$ cat config.mk
export PLATFORM = sky130hd
export DESIGN_NAME = mouse_tracker
export DESIGN_NICKNAME = d
export VERILOG_FILES = /design/src/rtl/mouse_tracker.sv
export SDC_FILE = /design/constraint.sdc
export NUM_CORES = 1
export LEC_CHECK = 0
export CAP_MARGIN = 20
export CORE_UTILIZATION = 35
export DETAILED_ROUTE_END_ITERATION = 10
export DONT_BUFFER_PORTS = 1
export PLACE_DENSITY = 0.49
export SETUP_SLACK_MARGIN = 0.15
export SLEW_MARGIN = 25
export SYNTH_ARGS = -nofsm -noshare
export SYNTH_HDL_FRONTEND = slang
export SYNTH_SLANG_ARGS = --single-unit
$ cat constraint.sdc
create_clock -name clock -period 6.6 [get_ports clock]
set_input_delay 1.32 -clock clock [delete_from_list [all_inputs] [get_ports clock]]
set_output_delay 1.32 -clock clock [all_outputs]
set_load 0.03 [all_outputs]
$ cat src/rtl/mouse_tracker.sv
// Mouse input conditioner: synchronised/debounced button plus a clamped absolute X position
// fed by signed deltas. Define MOUSE_TRACKER_WRAP_EN for modulo position arithmetic instead of clamping.
module mouse_tracker #(
  parameter int WIDTH           = 16,
  parameter int DELTA_WIDTH     = 8,
  parameter int DEBOUNCE_CYCLES = 4
) (
  input  logic                   clock,
  input  logic                   reset_,
  input  logic                   button_raw_,
  input  logic                   delta_valid,
  output logic                   delta_ready,
  input  logic [DELTA_WIDTH-1:0] delta_x,
  output logic                   mouse_pressed_,
  output logic [WIDTH-1:0]       mouse_x,
  output logic                   click
);

  localparam int CW = $clog2(DEBOUNCE_CYCLES);
  localparam logic [CW-1:0] CNT_MAX = CW'(DEBOUNCE_CYCLES - 1);

  typedef enum logic [0:0] {IDLE = 1'b0, APPLY = 1'b1} state_t;

  logic          sync1, sync2;
  logic [CW-1:0] count;

  state_t                 state, next_state;
  logic                   load, apply;
  logic [DELTA_WIDTH-1:0] held;
  logic [WIDTH-1:0]       new_x;

  // Button path: two-flop synchroniser, then a level change is accepted only
  // after DEBOUNCE_CYCLES consecutive differing synced samples.
  always_ff @(posedge clock or negedge reset_) begin
    if (!reset_) begin
      sync1          <= 1'b1;
      sync2          <= 1'b1;
      count          <= '0;
      mouse_pressed_ <= 1'b1;
      click          <= 1'b0;
    end else begin
      sync1 <= button_raw_;
      sync2 <= sync1;
      click <= 1'b0;
      if (sync2 == mouse_pressed_) begin
        count <= '0;
      end else if (count == CNT_MAX) begin
        mouse_pressed_ <= sync2;
        count          <= '0;
        click          <= ~sync2;
      end else begin
        count <= count + CW'(1);
      end
    end
  end

  always_comb begin
    next_state = state;
    load       = 1'b0;
    apply      = 1'b0;
    unique case (state)
      IDLE: begin
        if (delta_valid) begin
          next_state = APPLY;
          load       = 1'b1;
        end
      end
      APPLY: begin
        next_state = IDLE;
        apply      = 1'b1;
      end
      default: next_state = IDLE;
    endcase
  end

`ifdef MOUSE_TRACKER_WRAP_EN
  logic [WIDTH-1:0] delta_ext;
  always_comb begin
    delta_ext = {{(WIDTH-DELTA_WIDTH){held[DELTA_WIDTH-1]}}, held};
    new_x     = mouse_x + delta_ext;
  end
`else
  logic [WIDTH+1:0] delta_ext;
  logic [WIDTH+1:0] sum;
  // Two guard bits: bit WIDTH+1 flags a negative result, bit WIDTH an overflow.
  always_comb begin
    delta_ext = {{(WIDTH+2-DELTA_WIDTH){held[DELTA_WIDTH-1]}}, held};
    sum       = {2'b00, mouse_x} + delta_ext;
    if (sum[WIDTH+1])
      new_x = '0;
    else if (sum[WIDTH])
      new_x = '1;
    else
      new_x = sum[WIDTH-1:0];
  end
`endif

  always_ff @(posedge clock or negedge reset_) begin
    if (!reset_) begin
      state       <= IDLE;
      delta_ready <= 1'b1;
      held        <= '0;
      mouse_x     <= '0;
    end else begin
      state       <= next_state;
      delta_ready <= (next_state == IDLE);
      if (load)
        held <= delta_x;
      if (apply)
        mouse_x <= new_x;
    end
  end

endmodule

==> results.sh <==
export IMPL_reg2reg_depth=9
export IMPL_yosysWarnings=0
export IMPL_cts_made_buffers=5
export IMPL_numPortBuffers=0
export IMPL_max_cap_violations=0
export IMPL_num_antenna_cells=0
export IMPL_async_reset_ff_share_pct=100
export IMPL_p_switching_mw=0.652
export IMPL_ys_seq_area_share_pct=37.6
export IMPL_synth_seq_cells=32
export IMPL_worstReg2RegStart="mouse_x[0]"
export IMPL_cts_resized=0
export IMPL_die_h_um=80.3
export IMPL_synth_area_per_cell_um2=9.57
export IMPL_dr_total_vias=1598
export IMPL_critical_path_depth=9
export IMPL_switching_share_pct=48.5
export IMPL_path_buf_inv=0
export IMPL_worstHoldPathType="register to register"
export IMPL_antenna_found_initial=0
export IMPL_worstPathCellList="ha_1, fa_1, a21o_1, a221oi_2, nor3_2, o32ai_4, mux2i_4, nor2_1, o22ai_1"
export IMPL_final_common_cell="dfrtp_1"
export IMPL_clock_fmax_mhz=306
export IMPL_power_leakage_nw=1.03
export IMPL_clkTransAtPathRegs_ns=0.07
export IMPL_critPathLaunchType="register"
export IMPL_synth_ff_type="dfrtp_1"
export IMPL_max_vdd_ir_drop_mv=0.201
export IMPL_die_area_um2=6440
export IMPL_num_rows=28
export IMPL_dp_hpwl_um=3290
export IMPL_place_area_um2=2200
export IMPL_setup_tns_ns=0
export IMPL_synth_edf_count=0
export IMPL_worst_slew_pin_slew_ns=0.821
export IMPL_pre_cts_slack_ns=3.31
export IMPL_slowest_stage="mux2i_4"
export IMPL_ios=31
export IMPL_min_period_ns=3.27
export IMPL_hold_violations=0
export IMPL_grt_pass1_vias=1549
export IMPL_seqPwrFrac_pct=32.2
export IMPL_clockBufferDepth=2
export IMPL_mostFrequentLayoutCells="dfrtp_1, nor2_1, inv_1, ha_1, a21oi_1"
export IMPL_cp_required_ns=6.79
export IMPL_wl_um=4600
export IMPL_syn_instance_count=224
export IMPL_fin_crit_sh_pct=49.6
export IMPL_cts_max_level=2
export IMPL_grtUsageTotal_pct=15.5
export IMPL_post_cts_setup_buffers=0
export IMPL_max_stage_delay_ns=0.58
export IMPL_hp_start="sync1"
export IMPL_p_int_mw=0.692
export IMPL_cts_sinks=32
export IMPL_outcome="completed"
export IMPL_r2r_slack_ns=3.33
export IMPL_drt_iter0_drc=99
export IMPL_final_core_util_pct=39.1
export IMPL_synth_cell_types=45
export IMPL_critical_path_class="register to register"
export IMPL_crit_arrival_ns=3.46
export IMPL_slew_viol_final=0
export IMPL_r2r_end="mouse_x[12]"
export IMPL_drc=0
export IMPL_relSlewSlack_pct=45.3
export IMPL_layout_cells_non_filler=300
export IMPL_via_per_inst=5.33
export IMPL_worstPathMaxFanout=14
export IMPL_grt_max_degree=33
export IMPL_setup_viol=0
export IMPL_gp_congestion=0.785
export IMPL_cp_end_kind="register"
export IMPL_hold_end="sync2"
export IMPL_dr_pass1_iters=4
export IMPL_cts_root_buf="clkbuf_8"
export IMPL_layout_drive_gt1_share_pct=13.3
export IMPL_ant_nets=0
export IMPL_dpl_cell_count=292
export IMPL_clk_latency_ns=0.29
export IMPL_netlist_area_um2=2140
export IMPL_whs_path_depth=0
export IMPL_pwr_share_clk_pct=14.3
export IMPL_start_util_pct=36.2
export IMPL_layout_nets=255
export IMPL_gr_total_overflow=0
export IMPL_skew_ns=0.0162
export IMPL_power_per_cell_area_nw_per_um2=580
export IMPL_syn_num_nets=255
export IMPL_hold_buffers=0
export IMPL_final_cell_area_um2=2320
export IMPL_dieWidth_um=80.3
export IMPL_cts_tree="yes"
export IMPL_syn_to_final_growth_pct=8.05
export IMPL_wl_per_cell_um=15.3
export IMPL_combPwrFrac_pct=53.6
export IMPL_setup_ws_ns=3.33
export IMPL_crit_family="compound AO/OA/AOI/OAI gates"
export IMPL_grt_pass1_wl_um=7610
export IMPL_rsz0062_at_grt="no"
export IMPL_core_area_um2=5920
## power by group through the flow
stage / logic, mW / clock network, mW / registers, mW
floorplan: 0.616 / 0 / 0.413
global placement: 0.724 / 0 / 0.438
detailed placement: 0.717 / 0 / 0.440
CTS: 0.722 / 0.200 / 0.435
global route: 0.807 / 0.205 / 0.444
finish: 0.720 / 0.192 / 0.432
## layer usage
layer | global-route usage [%] | share of wire (%) | vias to the layer above
met5 | 0 | 0 | -
li1 | - | - | 802
met2 | 24.4 | 46 | 22
met4 | 5.18 | 0.54 | 0
met3 | 3.98 | 3.3 | 2
met1 | 20.4 | 50 | 772
## cells by family (layout without fill, tap and decap cells)
group,after synthesis,after routing,synth area share [%]
buf+inv,26,27,4.96
xor+xnor,13,13,5.31
flops,32,32,37.6
mux,10,10,5.78
compound gates,66,66,22.5
fa+ha+maj,19,19,11.4
simple gates,58,58,12.5
## synthesized netlist by cell type, drive strengths merged, types with 2 or more instances
master / n / share of area, %
a211oi: 2 / 0.93
a21o: 6 / 2.1
a21oi: 16 / 3.7
and2: 2 / 0.58
buf: 2 / 0.76
clkbuf: 5 / 0.88
dfrtp: 28 / 33
dfstp: 4 / 4.9
ha: 18 / 11
inv: 19 / 3.3
mux2: 9 / 4.7
nand2: 12 / 2.1
nand3: 7 / 1.6
nor2: 24 / 4.2
nor2b: 3 / 0.88
nor3: 4 / 1.2
o211a: 2 / 0.93
o211ai: 3 / 1.1
o21a: 2 / 0.70
o21ai: 9 / 2.1
o22ai: 14 / 4.1
o31a: 2 / 0.82
or2: 2 / 0.58
xnor2: 10 / 4.1
xor2: 3 / 1.2
## state kept, by name (all words and copies together) (netlist names)
name	flops
delta_ready	1
state	1
sync2	1
mouse_pressed_	1
held	8
count	2
sync1	1
mouse_x	16
click	1
## final cells by class
class                           instances  area [um^2]
Multi-Input combinational cell        166         1230
Clock buffer                            5         68.8
Sequential cell                        32          806
Inverter                               19         71.3
Clock inverter                          3         42.5
Tap cell                               75         93.8
Fill cell                             597         3600
## worst max path at each step
stage	slack (ns)	to	from
2_1_floorplan	3.70	mouse_x[14]	mouse_x[0]
3_3_place_gp	3.37	mouse_x[3]	mouse_x[1]
3_5_place_dp	3.31	mouse_x[12]	mouse_x[0]
4_1_cts	3.30	mouse_x[12]	mouse_x[0]
5_1_grt	3.12	mouse_x[10]	mouse_x[0]
6_report	3.33	mouse_x[12]	mouse_x[0]
## through the flow
step	hold slack (ns)	power [mW]
finish	0.356	1.34
CTS	0.358	1.36
global route	0.363	1.46
global placement	0.347	1.16
floorplan	0.345	1.03
detailed placement	0.347	1.16
No activity file was read; power rests on OpenSTA's default activity.
